--- config.mk ---
export PLATFORM = sky130hd
export DESIGN_NAME = boreal_ledger_reader
export DESIGN_NICKNAME = d
export VERILOG_FILES = /design/src/rtl/boreal_ledger_reader.sv
export SDC_FILE = /design/constraint.sdc
export NUM_CORES = 1
export LEC_CHECK = 0
export ABC_AREA = 1
export CAP_MARGIN = 40
export CORE_MARGIN = 3
export CORE_UTILIZATION = 54
export CTS_CLUSTER_DIAMETER = 120
export DETAILED_ROUTE_END_ITERATION = 12
export HOLD_SLACK_MARGIN = 0.05
export PLACE_DENSITY = 0.95
export SLEW_MARGIN = 20
export SYNTH_ARGS = -nofsm -noshare
export SYNTH_HDL_FRONTEND = slang
export SYNTH_SLANG_ARGS = --single-unit
--- constraint.sdc ---
create_clock -name clk -period 5 [get_ports clk]
set_input_delay 1 -clock clk [delete_from_list [all_inputs] [get_ports clk]]
set_output_delay 1 -clock clk [all_outputs]
set_load 0.05 [all_outputs]
--- src/rtl/boreal_ledger_reader.sv ---
// boreal_ledger_reader: drains 256-bit ledger entries over a 32-bit register bus.
// Optional IDX re-polling on underflow: define BOREAL_LEDGER_READER_POLL_EN.
module boreal_ledger_reader #(
    parameter logic [31:0] BASE_ADDR   = 32'h0000_0000,
    parameter int          ENTRY_WORDS = 8,
    parameter int          ACK_TIMEOUT = 16,
    parameter int          POLL_GAP    = 8
) (
    input  logic                      clk,
    input  logic                      rst,
    input  logic                      start,
    input  logic [31:0]               start_idx,
    input  logic [15:0]               count,
    output logic                      busy,
    output logic                      done,
    output logic [1:0]                err,
    output logic                      sel,
    output logic                      wr,
    output logic [31:0]               addr,
    output logic [31:0]               wdata,
    input  logic [31:0]               rdata,
    input  logic                      ack,
    output logic                      out_valid,
    output logic [ENTRY_WORDS*32-1:0] out_data,
    output logic [31:0]               out_idx,
    input  logic                      out_ready
);

    localparam int WW = (ENTRY_WORDS > 1) ? $clog2(ENTRY_WORDS) : 1;
    localparam int TW = $clog2(ACK_TIMEOUT + 1);
    localparam int PW = (POLL_GAP > 0) ? $clog2(POLL_GAP + 1) : 1;
    localparam logic [WW-1:0] LAST_WORD = WW'(ENTRY_WORDS - 1);
    localparam logic [TW-1:0] TMO_LAST  = TW'(ACK_TIMEOUT - 1);
    localparam logic [PW-1:0] GAP_LAST  = PW'((POLL_GAP > 0) ? POLL_GAP - 1 : 0);

    typedef enum logic [2:0] {
        S_IDLE,
        S_CHECK,
        S_RD_IDX,
        S_SET_PTR,
        S_RD_WORD,
        S_EMIT,
        S_POLL
    } state_t;

    state_t          state;
    logic [31:0]     cur;
    logic [15:0]     remaining;
    logic [31:0]     idx_cache;
    logic [WW-1:0]   word_sel;
    logic [TW-1:0]   tmo;
    logic [PW-1:0]   gap;
    logic [31:0]     chk_cur;
    logic [15:0]     chk_rem;

    // Pointer/count the next-entry decision is made on (advanced when leaving EMIT)
    always_comb begin
        chk_cur = cur;
        chk_rem = remaining;
        if (state == S_EMIT) begin
            chk_cur = cur + 32'd1;
            chk_rem = remaining - 16'd1;
        end
    end

    // Sequencer, bus initiator and output registers
    always_ff @(posedge clk) begin
        if (rst) begin
            state     <= S_IDLE;
            busy      <= 1'b0;
            done      <= 1'b0;
            err       <= 2'd0;
            sel       <= 1'b0;
            wr        <= 1'b0;
            addr      <= '0;
            wdata     <= '0;
            out_valid <= 1'b0;
            out_data  <= '0;
            out_idx   <= '0;
            cur       <= '0;
            remaining <= '0;
            idx_cache <= '0;
            word_sel  <= '0;
            tmo       <= '0;
            gap       <= '0;
        end else begin
            done <= 1'b0;
            if (sel && !ack) begin
                if (tmo == TMO_LAST) begin
                    sel   <= 1'b0;
                    wr    <= 1'b0;
                    err   <= 2'd1;
                    done  <= 1'b1;
                    busy  <= 1'b0;
                    state <= S_IDLE;
                end else begin
                    tmo <= tmo + 1'b1;
                end
            end else begin
                unique case (state)
                    S_IDLE: begin
                        if (start) begin
                            cur       <= start_idx;
                            remaining <= count;
                            busy      <= 1'b1;
                            err       <= 2'd0;
                            state     <= S_CHECK;
                        end
                    end
                    S_CHECK, S_EMIT: begin
                        if (state == S_CHECK || out_ready) begin
                            out_valid <= 1'b0;
                            cur       <= chk_cur;
                            remaining <= chk_rem;
                            if (chk_rem == '0) begin
                                done  <= 1'b1;
                                busy  <= 1'b0;
                                err   <= 2'd0;
                                state <= S_IDLE;
                            end else if (chk_cur < idx_cache) begin
                                state <= S_SET_PTR;
                            end else begin
                                state <= S_RD_IDX;
                            end
                        end
                    end
                    S_RD_IDX: begin
                        if (!sel) begin
                            sel  <= 1'b1;
                            wr   <= 1'b0;
                            addr <= BASE_ADDR;
                            tmo  <= '0;
                        end else begin
                            sel       <= 1'b0;
                            idx_cache <= rdata;
                            if (cur < rdata) begin
                                state <= S_SET_PTR;
                            end else begin
`ifdef BOREAL_LEDGER_READER_POLL_EN
                                gap   <= '0;
                                state <= S_POLL;
`else
                                err   <= 2'd2;
                                done  <= 1'b1;
                                busy  <= 1'b0;
                                state <= S_IDLE;
`endif
                            end
                        end
                    end
                    S_SET_PTR: begin
                        if (!sel) begin
                            sel   <= 1'b1;
                            wr    <= 1'b1;
                            addr  <= BASE_ADDR + 32'h4;
                            wdata <= cur;
                            tmo   <= '0;
                        end else begin
                            sel      <= 1'b0;
                            wr       <= 1'b0;
                            word_sel <= '0;
                            state    <= S_RD_WORD;
                        end
                    end
                    S_RD_WORD: begin
                        if (!sel) begin
                            sel  <= 1'b1;
                            wr   <= 1'b0;
                            addr <= BASE_ADDR + 32'h20
                                  + {{(30-WW){1'b0}}, word_sel, 2'b00};
                            tmo  <= '0;
                        end else begin
                            sel <= 1'b0;
                            out_data[{word_sel, 5'b0} +: 32] <= rdata;
                            if (word_sel == LAST_WORD) begin
                                out_valid <= 1'b1;
                                out_idx   <= cur;
                                state     <= S_EMIT;
                            end else begin
                                word_sel <= word_sel + 1'b1;
                            end
                        end
                    end
                    S_POLL: begin
                        if (gap == GAP_LAST) begin
                            state <= S_RD_IDX;
                        end else begin
                            gap <= gap + 1'b1;
                        end
                    end
                    default: state <= S_IDLE;
                endcase
            end
        end
    end

endmodule

==> flow_summary_export.csv, run 1 <==
group,metric,value,unit
run_status,status,"complete, no violations",
routing,drtIter0Drc,2190,
synthesis,synth_cells,2551,
global_routing,grt_pass1_vias,20000,
finish,layout_common_cells,"nor2_1, dfxtp_1, clkdlybuf4s50_1, o21ai_0, a21oi_1",
clocking,h-tree-depth,2,
placement,dp_hpwl,51.5,mm
clocking,insertion_delay,0.60,ns
timing,setup_viol,0,
routing,drt-pass1-iter-count,6,
synthesis,synth-edff-count,0,
clocking,cts_hold_buf,0,
global_routing,grt_pass1_wl,115,mm
power,ir_worst_vdd,0.367,mV
placement,dp_cells,3304,
finish,final_nets,3058,
synthesis,synthFlopType,"dfxtp_1",
clocking,clock-sinks,426,
die,die_y,194,um
timing,rsz0062_at_grt,"no",
power,swShare,0.378,
power,finalPower,10.7,mW
routing,route.detailed.drc,0,
synthesis,async_flop_share,0,
routing,drt.antenna.violating_nets,0,
timing,fin_crit,3.77,ns
timing,worst_clock_skew,0.0428,ns
timing,hold_viol_final,0,
timing,setup_slack,1.23,ns
clocking,clock_path_buffers,3,
power,switchingPower,4.05,mW
routing,num_vias,20500,
setup_path,critical_path_buf_inv_count,6,
global_routing,grt-ovfl-total,0,
die,die_w,194,um
routing,routedWlPerCell,22.5,um
hold_path,hp-class,"flop to flop",
routing,viasPerCell,6.03,
global_routing,grt_max_degree,163,
finish,area_growth,31.8,%
placement,io_buffers,415,
setup_path,cp.arrival,4.26,ns
power,clkPwrFrac,0.329,
placement,gp_congestion,0.994,
finish,final_common_cell,"nor2_1",
finish,drive_above_1_share,0.0600,
synthesis,yosys_warnings,0,
clocking,clk_pin_slew,0.06,ns
setup_path,max_stage_delay,0.56,ns
setup_path,path_max_fanout,34,
die,die-area,37600,um^2
timing,fmax,0.265,GHz
timing,drv_slew,0,
setup_path,cpMaxStageDelayCell,"dfxtp_1",
clocking,ctsResizeCount,0,
synthesis,synth.avg_cell_area,7.48,um^2
clocking,cts-root-buf,"clkbuf_16",
setup_path,cp_data_required_time,5.48,ns
setup_path,cp_common_cell,"inv_1",
flow_run,drv_cap,0,
timing,period_share,0.755,
synthesis,synthesis.area,19100,um^2
power,power_frac_seq,0.370,
power,power_density,426,nW/um^2
power,p_leak,10.6,nW
timing,setup_tns,0,ns
setup_path,critPathLaunchType,"flop",
die,start_util,0.550,
setup_path,worst_setup_path_end_kind,"flop",
power,internal_power,6.66,mW
die,core,34700,um^2
setup_path,cp_cell_sequence,"clkinv_1, ha_1, ha_1, inv_1, nor2_1, inv_1, nor3_2, buf_4, nand2_1, inv_1, buf_4, o21ai_0, a21oi_1",
synthesis,synth_cell_types,47,
setup_path,path_class,"flop to flop",
clocking,cts_tree,"yes",
die,design.portCount,444,
setup_path,cp_top_family,"buffers and inverters",
synthesis,ys_ff_latch,426,
routing,routed_wl,76.4,mm
finish,layout.cells.non_filler,3395,
die,core.rowCount,68,
synthesis,synth_seq_area_share,0.447,
clocking,numCtsBuffers,45,
power,power_frac_comb,0.301,
global_routing,antenna_found_initial,5,
timing,max-slew-margin-rel,0.384,
timing,tightestPinTransition,0.922,ns
clocking,post_cts_buffers,0,
global_routing,grtUsageTotal,0.384,
placement,dp_slack,1.18,ns
synthesized netlist by cell type, types with 7 or more instances:
cell type	n	area (um^2)
a211oi_1	7	52.6
buf_2	27	135
o211ai_1	14	105
xor2_1	26	228
a221oi_1	25	219
buf_4	32	240
inv_1	198	743
nor3_1	112	561
nand2_1	221	830
ha_1	74	926
nor2_4	8	90.1
inv_2	8	30.0
dfxtp_1	426	8530
o21ai_0	366	1830
nor2_1	471	1770
clkbuf_1	120	450
nand3_1	57	285
o21ai_1	13	65.1
nand4_1	16	100
a21oi_1	261	1310
cells by family after synthesis:
kind of cell,share of synthesized area
AOI/OAI and AO/OA,0.191
xor gates and xnor gates,0.0147
adders and majority gates,0.0485
buffers and inverters,0.0873
DFF,0.447
muxes,0.00105
other,0.000197
and+or+nand+nor,0.210
sequential cells by signal, indices dropped and copies added (netlist names):
register and cells:
out_data 256, cur 32, idx_cache 32, out_idx 32, wdata 32, remaining 16
tmo 5, addr 4, gap 4, state 3, word_sel 3, err 2
busy 1, done 1, out_valid 1, sel 1, wr 1
power groups by stage:
stage / Clock [mW] / Sequential (mW) / Combinational (mW)
floorplan: 0 / 4.07 / 2.09
global placement: 0 / 4.01 / 3.01
detailed placement: 0 / 4.02 / 3.12
CTS: 3.52 / 3.95 / 3.15
global route: 3.65 / 3.98 / 3.51
finish: 3.52 / 3.96 / 3.23
layer usage:
layer / routed length, um / global-route usage / vias to the layer above
met2: 34700 / 0.621 / 1409
met1: 26600 / 0.449 / 9578
met4: 6110 / 0.244 / 0
met5: 0 / 0 / -
li1: - / - / 9119
met3: 9000 / 0.109 / 356
final timing paths:
kind / startpoint / cells after the start / endpoint / slack [ns]
min: gap[2] / 1 / gap[2] / 0.45
max: word_sel[0] / 13 / out_data[132] / 1.23
min reg2reg: gap[2] / 1 / gap[2] / 0.45
max reg2reg: word_sel[0] / 13 / out_data[132] / 1.23
metrics by stage:
stage	hold slack, ns	instance area, um^2	utilization
floorplan	0.412	19200	-
global placement	0.423	23300	0.672
detailed placement	0.428	23500	0.678
CTS	0.440	25100	0.723
global route	0.450	25100	0.724
finish	0.448	25100	0.724
layout make-up:
class / count / area (um^2)
clock inverter: 25 / 302
sequential: 426 / 8530
multi-input combinational: 1753 / 9020
inverter: 213 / 810
timing repair buffer: 460 / 4650
tap: 455 / 569
clock buffer: 58 / 1250
fill: 2502 / 9570
antenna: 5 / 12.5
Note: power is estimated with default switching activity, not from simulation.
==> inputs of run 2 (changes only) <==
CORE_UTILIZATION = 51   (was 54)
PLACE_DENSITY = 0.91   (was 0.95)
clock period = 3.7 ns   (was 5 ns; I/O delays follow)
==> run 2 against run 1 <==
  * Non-clock buffer count is 28 higher
  * Critical path type unchanged
  * First-iteration DRC count is 18% lower
  * Final cell count is 1.1% higher
  * Cell area increased by 0.39%
  * Global-route usage is 2.0 points lower
  * Clock power grew 29%
  * Wire length decreased by 0.78%
  * Fmax is 14% higher
  * Combinational power up 40%
  * Highest routed layer is now met5
==> flow_summary_export.csv, run 2 (synthesis results as in run 1) <==
group,metric,value,unit
setup_path,critPathLaunchType,"flop",
placement,dp_slack,0.473,ns
timing,fin_crit,3.31,ns
finish,largest_register_ffs,256,
timing,setup_tns,0,ns
global_routing,grt_max_degree,159,
setup_path,path_max_fanout,22,
timing,worst_clock_skew,0.0268,ns
timing,fmax,0.302,GHz
finish,top_register,"out_data",
die,die-area,39800,um^2
placement,dp_hpwl,53.6,mm
power,switchingPower,5.45,mW
timing,max-slew-margin-rel,0.406,
timing,hold_viol_final,0,
timing,setup_slack,0.391,ns
power,power_frac_seq,0.370,
clocking,h-tree-depth,2,
timing,tightestPinTransition,0.889,ns
routing,drt.antenna.violating_nets,0,
finish,drive_above_1_share,0.0656,
clocking,post_cts_buffers,0,
clocking,cts_hold_buf,0,
routing,routed_wl,75.8,mm
hold_path,hp-class,"flop to flop",
timing,setup_viol,0,
placement,io_buffers,415,
power,power_density,569,nW/um^2
power,p_leak,10.7,nW
clocking,clk_pin_slew,0.06,ns
flow_run,drv_cap,0,
clocking,numCtsBuffers,45,
placement,gp_congestion,1.00,
global_routing,grt_pass1_vias,19400,
routing,routedWlPerCell,22.1,um
global_routing,grtUsageTotal,0.364,
finish,layout_common_cells,"nor2_1, dfxtp_1, clkdlybuf4s50_1, o21ai_0, a21oi_1",
run_status,status,"complete, no violations",
power,swShare,0.380,
die,core.rowCount,70,
power,clkPwrFrac,0.315,
finish,final_common_cell,"nor2_1",
die,die_y,199,um
setup_path,cp.arrival,3.79,ns
power,internal_power,8.91,mW
global_routing,antenna_found_initial,6,
die,die_w,199,um
die,start_util,0.520,
timing,period_share,0.894,
power,ir_worst_vdd,0.462,mV
timing,drv_slew,0,
setup_path,path_class,"flop to flop",
routing,drt-pass1-iter-count,6,
clocking,clock_path_buffers,3,
global_routing,grt_pass1_wl,112,mm
clocking,ctsResizeCount,0,
routing,num_vias,20100,
timing,rsz0062_at_grt,"no",
clocking,insertion_delay,0.59,ns
setup_path,worst_setup_path_end_kind,"flop",
routing,drtIter0Drc,1789,
finish,utilization,0.688,
finish,fillerInstances,2760,
die,core,36700,um^2
global_routing,grt-ovfl-total,0,
die,design.portCount,444,
routing,viasPerCell,5.85,
power,finalPower,14.4,mW
finish,final_nets,3086,
clocking,cts_tree,"yes",
finish,area_growth,32.3,%
routing,route.detailed.drc,0,
clocking,clock-sinks,426,
timing,hold_ws,0.452,ns
power,power_frac_comb,0.315,
setup_path,cp_data_required_time,4.19,ns
clocking,cts-root-buf,"clkbuf_16",
## run 2: cell types whose count changed in the layout (fill, tap and decap cells not counted), moves of 2 or more
cell,delta
buf_4,+28
buf_12,+2
clkinv_2,-3
clkbuf_8,+2
inv_6,-3
buf_16,-2
clkbuf_1,+5
bufinv_16,-3
clkinvlp_4,-3
## run 2: cell type report
cell class	count	area [um^2]	share of cell area
Timing Repair Buffer	488	4850	0.192
Clock buffer	66	1330	0.0525
Tap cell	468	586	0.0232
Clock inverter	13	126	0.00501
Inverter	213	810	0.0321
Multi-Input combinational cell	1753	9010	0.357
Antenna cell	4	10.0	0.000397
Sequential cell	426	8530	0.338
## run 2: routing by layer
layer	up-vias	wire length, um	global-route usage
met5	-	20	0
met4	4	5310	0.219
met3	294	8170	0.105
met2	1162	34500	0.589
met1	9449	27800	0.430
li1	9176	-	-
## run 2: critical path: stages, from the launching register on
cell,delay [ns]
dfxtp_1,0.55
clkinv_1,0.11
buf_4,0.20
ha_1,0.22
ha_1,0.45
inv_1,0.13
nor2_1,0.12
inv_1,0.14
nor3_4,0.59
inv_2,0.35
o21ai_0,0.26
nor2_1,0.07
## run 2: path summary, 6_finish.rpt
path | from | to | slack, ns | cells past startpoint
setup reg to reg | word_sel[0] | out_data[54] | 0.39 | 11
hold reg to reg | gap[2] | gap[2] | 0.45 | 1
hold / removal | gap[2] | gap[2] | 0.45 | 1
setup / recovery | word_sel[0] | out_data[54] | 0.39 | 11
## run 2: per-stage QoR
step	cell area, um^2	cells
after floorplan	19200	2578
final	25200	3431
after CTS	25200	3426
after global placement	23700	3342
after global routing	25200	3431
after detailed placement	23800	3347
## run 2: power groups by stage
stage / combinational, mW / sequential [mW] / clock [mW]
final: 4.52 / 5.32 / 4.53
after CTS: 4.44 / 5.30 / 4.51
after global placement: 4.31 / 5.38 / 0
after floorplan: 2.82 / 5.50 / 0
after detailed placement: 4.41 / 5.40 / 0
after global routing: 4.92 / 5.35 / 4.71
